==> src/rtl/crc_frame_sequencer.sv <==
// crc_frame_sequencer: frame-level CRC controller. Message words arrive over a
// valid/ready handshake and are shifted MSB-first, one bit per clock, into a
// non-reflected bit-serial CRC LFSR. The LFSR is seeded at each frame start.
// The final XOR is applied when the last word of a frame finishes shifting.
module crc_frame_sequencer #(
   parameter int                 CRC_W   = 32,
   parameter logic [CRC_W-1:0]   POLY    = 32'h04C11DB7,
   parameter logic [CRC_W-1:0]   INIT    = 32'hFFFFFFFF,
   parameter logic [CRC_W-1:0]   XOR_OUT = 32'h00000000,
   parameter int                 WORD_W  = 8,
   parameter int                 LEN_W   = 16
) (
   input  logic              clk,
   input  logic              rst,
   input  logic [WORD_W-1:0] in_data,
   input  logic              in_valid,
   input  logic              in_last,
   output logic              in_ready,
   input  logic              abort,
   output logic              busy,
   output logic [CRC_W-1:0]  crc_out,
   output logic [LEN_W-1:0]  crc_len,
   output logic              crc_valid
);

   localparam int CNT_W = $clog2(WORD_W + 1);

   typedef enum logic {
      ST_IDLE,
      ST_SHIFT
   } state_t;

   state_t             state_q,     state_d;
   logic [CRC_W-1:0]   lfsr_q,      lfsr_d;
   logic [WORD_W-1:0]  shreg_q,     shreg_d;
   logic [CNT_W-1:0]   bitcnt_q,    bitcnt_d;
   logic               last_q,      last_d;
   logic [LEN_W-1:0]   wcnt_q,      wcnt_d;
   logic [CRC_W-1:0]   crc_out_q,   crc_out_d;
   logic [LEN_W-1:0]   crc_len_q,   crc_len_d;
   logic               crc_valid_q, crc_valid_d;

   logic               fb;
   logic [CRC_W-1:0]   lfsr_next;

   // One LFSR step: feed back the CRC MSB XORed with the current message bit.
   always_comb begin
      fb        = lfsr_q[CRC_W-1] ^ shreg_q[WORD_W-1];
      lfsr_next = {lfsr_q[CRC_W-2:0], 1'b0} ^ (fb ? POLY : '0);
   end

   // Next-state logic; abort overrides everything except the held CRC result.
   always_comb begin
      state_d     = state_q;
      lfsr_d      = lfsr_q;
      shreg_d     = shreg_q;
      bitcnt_d    = bitcnt_q;
      last_d      = last_q;
      wcnt_d      = wcnt_q;
      crc_out_d   = crc_out_q;
      crc_len_d   = crc_len_q;
      crc_valid_d = 1'b0;

      case (state_q)
         ST_IDLE: begin
            if (in_valid) begin
               shreg_d  = in_data;
               last_d   = in_last;
               bitcnt_d = CNT_W'(WORD_W);
               wcnt_d   = (&wcnt_q) ? wcnt_q : wcnt_q + 1'b1;
               state_d  = ST_SHIFT;
            end
         end
         ST_SHIFT: begin
            lfsr_d   = lfsr_next;
            shreg_d  = {shreg_q[WORD_W-2:0], 1'b0};
            bitcnt_d = bitcnt_q - 1'b1;
            if (bitcnt_q == CNT_W'(1)) begin
               state_d = ST_IDLE;
               if (last_q) begin
                  crc_out_d   = lfsr_next ^ XOR_OUT;
                  crc_len_d   = wcnt_q;
                  crc_valid_d = 1'b1;
                  lfsr_d      = INIT;
                  wcnt_d      = '0;
               end
            end
         end
         default: state_d = ST_IDLE;
      endcase

      if (abort) begin
         state_d     = ST_IDLE;
         lfsr_d      = INIT;
         wcnt_d      = '0;
         crc_out_d   = crc_out_q;
         crc_len_d   = crc_len_q;
         crc_valid_d = 1'b0;
      end
   end

   // State and result registers with synchronous reset.
   always_ff @(posedge clk) begin
      if (rst) begin
         state_q     <= ST_IDLE;
         lfsr_q      <= INIT;
         shreg_q     <= '0;
         bitcnt_q    <= '0;
         last_q      <= 1'b0;
         wcnt_q      <= '0;
         crc_out_q   <= '0;
         crc_len_q   <= '0;
         crc_valid_q <= 1'b0;
      end else begin
         state_q     <= state_d;
         lfsr_q      <= lfsr_d;
         shreg_q     <= shreg_d;
         bitcnt_q    <= bitcnt_d;
         last_q      <= last_d;
         wcnt_q      <= wcnt_d;
         crc_out_q   <= crc_out_d;
         crc_len_q   <= crc_len_d;
         crc_valid_q <= crc_valid_d;
      end
   end

   // Handshake and status outputs derived from the registered state.
   always_comb begin
      in_ready  = (state_q == ST_IDLE) && !rst;
      busy      = (state_q == ST_SHIFT) || (wcnt_q != '0);
      crc_out   = crc_out_q;
      crc_len   = crc_len_q;
      crc_valid = crc_valid_q;
   end

endmodule

==> config.mk <==
export PLATFORM = sky130hd
export DESIGN_NAME = crc_frame_sequencer
export DESIGN_NICKNAME = d
export VERILOG_FILES = /design/src/rtl/crc_frame_sequencer.sv
export SDC_FILE = /design/constraint.sdc
export NUM_CORES = 1
export LEC_CHECK = 0
export CORE_ASPECT_RATIO = 2
export CORE_MARGIN = 3
export CORE_UTILIZATION = 30
export CTS_CLUSTER_DIAMETER = 150
export DETAILED_ROUTE_END_ITERATION = 16
export GPL_TIMING_DRIVEN = 0
export HOLD_SLACK_MARGIN = 0.03
export MAX_ROUTING_LAYER = met4
export SKIP_CTS_REPAIR_TIMING = 1
export SKIP_LAST_GASP = 1
export SLEW_MARGIN = 20
export SYNTH_ARGS = -nofsm -noshare
export SYNTH_HDL_FRONTEND = slang
export SYNTH_SLANG_ARGS = --single-unit
==> constraint.sdc <==
create_clock -name clk -period 2.2 [get_ports clk]
set_clock_uncertainty 0.2 [all_clocks]
set_input_delay 0.44 -clock clk [delete_from_list [all_inputs] [get_ports clk]]
set_output_delay 0.44 -clock clk [all_outputs]
set_load 0.005 [all_outputs]
### Word level (Yosys, flattened, before mapping)

Index checks and enable logic that the tools add are counted.

| word-level totals | value |
|---|---|
| bits in latches | 0 |
| flip-flop bits (word level) | 111 |
| output and inout port bits | 51 |
| ROM bits | 0 |
| RAM bits | 0 |
| memories | 0 |

| operators by class | value |
|---|---|
| eq/ne operators | 5 |
| add/subtract/negate cells | 2 |
| reduce and logical (&&, ||, !) cells | 10 |
| mux-type cells | 16 |
| divide/modulo/power cells | 0 |
| bitwise logic cells | 5 |
| multipliers | 0 |
| shift-type cells | 0 |
| order comparisons | 0 |

Operator list:

| kind | count |
|---|---|
| 2-to-1 mux 16 bit | 4 |
| 2-to-1 mux 32 bit | 2 |
| case mux 16 bit (2 select lines) | 1 |
| XOR 32 x 27 -> 32 bit | 1 |
| 2-to-1 mux 27 bit | 1 |
| adder 16 x 1 -> 16 bit (second input constant) | 1 |
| case mux 8 bit (2 select lines) | 1 |
| AND reduction 16 bit | 1 |
| nonzero test 16 bit | 1 |
| 2-to-1 mux 8 bit | 1 |
| case mux 4 bit (2 select lines) | 1 |
| AND reduction 4 bit | 2 |
| equality test 4 x 1 -> 1 bit (second input constant) | 1 |
| 2-to-1 mux 4 bit | 1 |
| != test 2 x 1 -> 1 bit (second input constant) | 2 |
| != test 2 bit (second input constant) | 2 |
| OR reduction 4 bit | 1 |
| subtractor 4 x 1 -> 4 bit (second input constant) | 1 |
| 2-to-1 mux 1 bit | 3 |
| NOT 1 bit | 3 |
| case mux 1 bit (2 select lines) | 1 |
| AND reduction 2 bit | 1 |
| OR reduction 2 bit | 1 |
| logical AND 1 bit | 1 |
| 3 further kinds | 3 |

### Depth between registers and ports, before layout

| depth | value |
|---|---|
| word-level depth | 5 |
| depth in mapped cells | 9 |
| gate-level depth less buffers | 7 |

### Least setup slack after synthesis

No wires, ideal clock.

| timing path | value |
|---|---|
| path kind | reg2reg |
| start point | register bitcnt_q[1] |
| end point | register wcnt_q[13] |
| path buffers | 1 |
| stages on the path, launching flop included | 9 |
| path slack | 0.123 ns |
| setup time | 0.074 ns |
| clock period less this slack | 2.077 ns |
| arrival time | 1.803 ns |
| cells stage by stage | dfxtp_1 -> inv_1 -> ha_1 -> nor3b_4 -> a31oi_1 -> or2_1 -> buf_6 -> or4_1 -> a31oi_1 |

| between the ends | value |
|---|---|
| word-level cells in the longest chain between the ends | 3 |

RTL lines:

| what | line | text |
|---|---|---|
| start: declaration | 36 | `logic [CNT_W-1:0] bitcnt_q, bitcnt_d;` |
| start signal: assignment | 118 | `bitcnt_q <= bitcnt_d;` |
| equality test 4 x 1 -> 1 bit | 78 | `if (bitcnt_q == CNT_W'(1)) begin` |
| != test 2 x 1 -> 1 bit (no line) | n/a |  |
| AND reduction 4 bit (no line) | n/a |  |
| end signal: assignment | 120 | `wcnt_q <= wcnt_d;` |
| end: declaration | 38 | `logic [LEN_W-1:0] wcnt_q, wcnt_d;` |

No other way between the ends.
A chain may end at the register's enable or synchronous reset.

### Worst setup path in the final report

| timing path | value |
|---|---|
| start point | register wcnt_q[8] |
| end point | register wcnt_q[8] |

| between the ends | value |
|---|---|
| word-level cells in the longest chain between the ends | 4 |
| elaborated cells between the ends (all ways) | 7 |
| classes of those cells | add/sub (1); eq/ne (1); mux (3); reduce/logical (2) |

RTL lines:

| what | line | text |
|---|---|---|
| adder 16 x 1 -> 16 bit | 70 | `wcnt_d = (&wcnt_q) ? wcnt_q : wcnt_q + 1'b1;` |
| 2-to-1 mux 16 bit | 70 |  |
| 2-to-1 mux 16 bit | 66 | `if (in_valid) begin` |
| case mux 16 bit (2 select lines) | 64 | `case (state_q)` |

Several ways; a longest one is shown, not always the timed one. The select of a mux whose other input is x is not followed.

==> qor.csv <==
metric,value,unit
status,"finished, violations left",
violations,negative setup slack,
cp_top_family,simple AND/OR/NAND/NOR gates,
grt_max_degree,23,
rsz0062_at_grt,true,
min_period_over_period,1.002,
clock_path_buffers,2,
maxCapViolations,0,
slowest_stage,dfxtp_1,
crit_path_max_incr_delay,590,ps
synth.avg_cell_area,8.428,sq um
ys_warn_count,0,
crit_path_cell_trace,nand4_1 > nor4_4 > or2_1 > buf_6 > buf_6 > clkbuf_16 > a21oi_1 > a21oi_1,
max_freq,453.7,MHz
path_clk_slew,80,ps
fill_cells,1488,
power.internal,2.991,mW
swShare,0.2638,
synth_top_area_cell,dfxtp_1,
area_growth,31.84,%
hpwl,10.06,mm
pwr-share-comb,0.076,
seqCellArea,2236,sq um
seq_power_share,0.505,
wl_per_cell,16.49,um
worstSetupPathType,flip-flop to flip-flop,
diodes,0,
via_count,3972,
die_h,181.2,um
dp_slack,-785.3,ps
syn-instance-count,546,
tightest_slew,779.0,ps
power_density,669.6,nW/um^2
maxSlewViolCount,0,
cts_max_level,3,
path_buf_inv,3,
synth-edff-count,0,
setup_ws,-4.187,ps
syn_area,4602,sq um
io_pins,64,
place_congestion,0.9434,
multiInputGateArea,2285,sq um
cp.required,2300,ps
async_reset_ff_frac,0,
ctsRootBufferMaster,clkbuf_16,
p_clk_frac,0.419,
numCtsBuffers,9,
clk_latency,360,ps
p_sw,1.072,mW
grt_pass1_vias,4062,
initial_utilization,0.3089,
portBuffers,62,
nets,643,
synthFlopType,dfxtp_1,
cts_tree,yes,
holdWs,259.3,ps
hold_viol_final,0,
die_w,93.58,um
antenna_found_initial,0,
synth_top_area_frac,0.4829,
die_area,16950,sq um
ir_drop,375.9,uV
drc,0,
setup_tns,-4.187,ps
arrival,2300,ps
synthTopCellsByArea,"dfxtp_1 48%, nand2_1 11%, mux2i_1 8.9%, a21oi_1 7.0%, xnor2_1 2.7%",
grt_pass1_wl,21.18,mm
period_minus_slack,2204,ps
overflow,0,
via_per_inst,4.809,
crit_path_end_kind,flip-flop,
drtIter0Drc,157,
syn-num-nets,563,
ys_seq_elements,111,
slew_headroom,0.4787,
ant_nets,0,
wl,13.62,mm
leakagePower,2.072,nW
startpoint_type,flip-flop,
final_layout_size_suffix_gt1_frac,0.1300,
ys_seq_area_frac,0.4829,
dr.pass1.iters,4,
clkSinkCount,111,
final_core_util,0.4072,
finalNonFillerCells,826,
coreArea,14900,sq um
setup_viol,1,
grt_usage,0.1655,
hp-class,flip-flop to flip-flop,
dp_cells,803,
num_rows,63,
path_max_fanout,8,
ys_types,47,
cell usage in the layout (no fill, tap or decap), types with 5 or more instances in the layout:
master / count
nand3b_1: 5
mux2i_1: 41
buf_4: 10
a21oi_1: 63
nor2_1: 25
clkbuf_16: 10
buf_2: 8
nand2_1: 139
clkbuf_1: 8
clkbuf_2: 9
buf_6: 6
inv_1: 9
nand3_1: 10
nand4_1: 6
dfxtp_1: 106
nor4_1: 5
nor3_1: 5
clkdlybuf4s50_1: 60
xnor2_1: 14
power by group through the flow:
stage	sequential (mW)	clock, mW	combinational, mW
5_1_grt	2.06	1.82	0.335
2_1_floorplan	2.09	0	0.181
4_1_cts	2.05	1.72	0.271
3_3_place_gp	2.10	0	0.265
6_report	2.05	1.70	0.309
3_5_place_dp	2.10	0	0.270
synth_stat cells (3+ instances only):
cell	instances
a211oi_1	3
or4_1	4
dfxtp_1	111
nor4_1	6
buf_1	6
nor2_1	27
o21ai_0	7
nor2b_1	3
nand3_1	10
and3_1	3
nand3b_1	5
nand2_1	140
a31oi_1	7
ha_1	4
nand4_1	6
inv_1	10
xnor2_1	14
nor3_1	7
clkbuf_1	23
a21oi_1	64
nand4b_1	3
buf_2	9
or3_1	3
mux2i_1	41
tightest hold or removal path, cell delays in order (launching register included):
cell     delay [ps]
dfxtp_1         320
nand2_1          50
a21oi_1          50
state kept, by name, indices dropped and copies added, names as in the netlist:
register	flops
crc_out	32
lfsr_q	32
crc_len	16
wcnt_q	16
shreg_q	8
bitcnt_q	4
crc_valid	1
last_q	1
state_q	1
cell type report:
class,instances,area share
plain buffers,36,0.03671
clock buffers,9,0.03712
clock inverters,7,0.01382
inverters,10,0.006187
multi-input cells,384,0.3766
flip-flops and latches,111,0.3685
well taps,195,0.04021
repair buffers,74,0.1208
metrics by stage:
stage          instance area (sq um)  total power [mW]
2_1_floorplan                   4602             2.274
3_3_place_gp                    5466             2.363
3_5_place_dp                    5466             2.369
4_1_cts                         5776             4.046
5_1_grt                         6067             4.210
6_report                        6067             4.063
layer usage:
metal	vias up	routed length, um	global-route usage
met4	0	502	0.08912
met1	1877	5093	0.1609
li1	2001	-	-
met5	-	0	-
met2	69	7741	0.3061
met3	25	280	0.02375
cell families (layout without fill, tap and decap cells):
logic type / after synthesis / in the layout / share of synthesized area
muxes: 41 / 41 / 0.08918
xor gates and xnor gates: 16 / 16 / 0.03045
adders and majority gates: 4 / 4 / 0.01088
buffers and inverters: 51 / 136 / 0.04676
AOI/OAI and AO/OA: 91 / 91 / 0.1098
DFF: 111 / 111 / 0.4829
and+or+nand+nor: 232 / 232 / 0.2300
worst paths after layout:
kind,cells past startpoint,end,from,slack [ps]
worst max-delay path,8,wcnt_q[8],wcnt_q[8],-4
worst min-delay path,2,crc_out[27],crc_out[27],260
worst max register to register,8,wcnt_q[8],wcnt_q[8],-4
worst min register to register,2,crc_out[27],crc_out[27],260
Note: power is estimated with default switching activity, not from simulation.
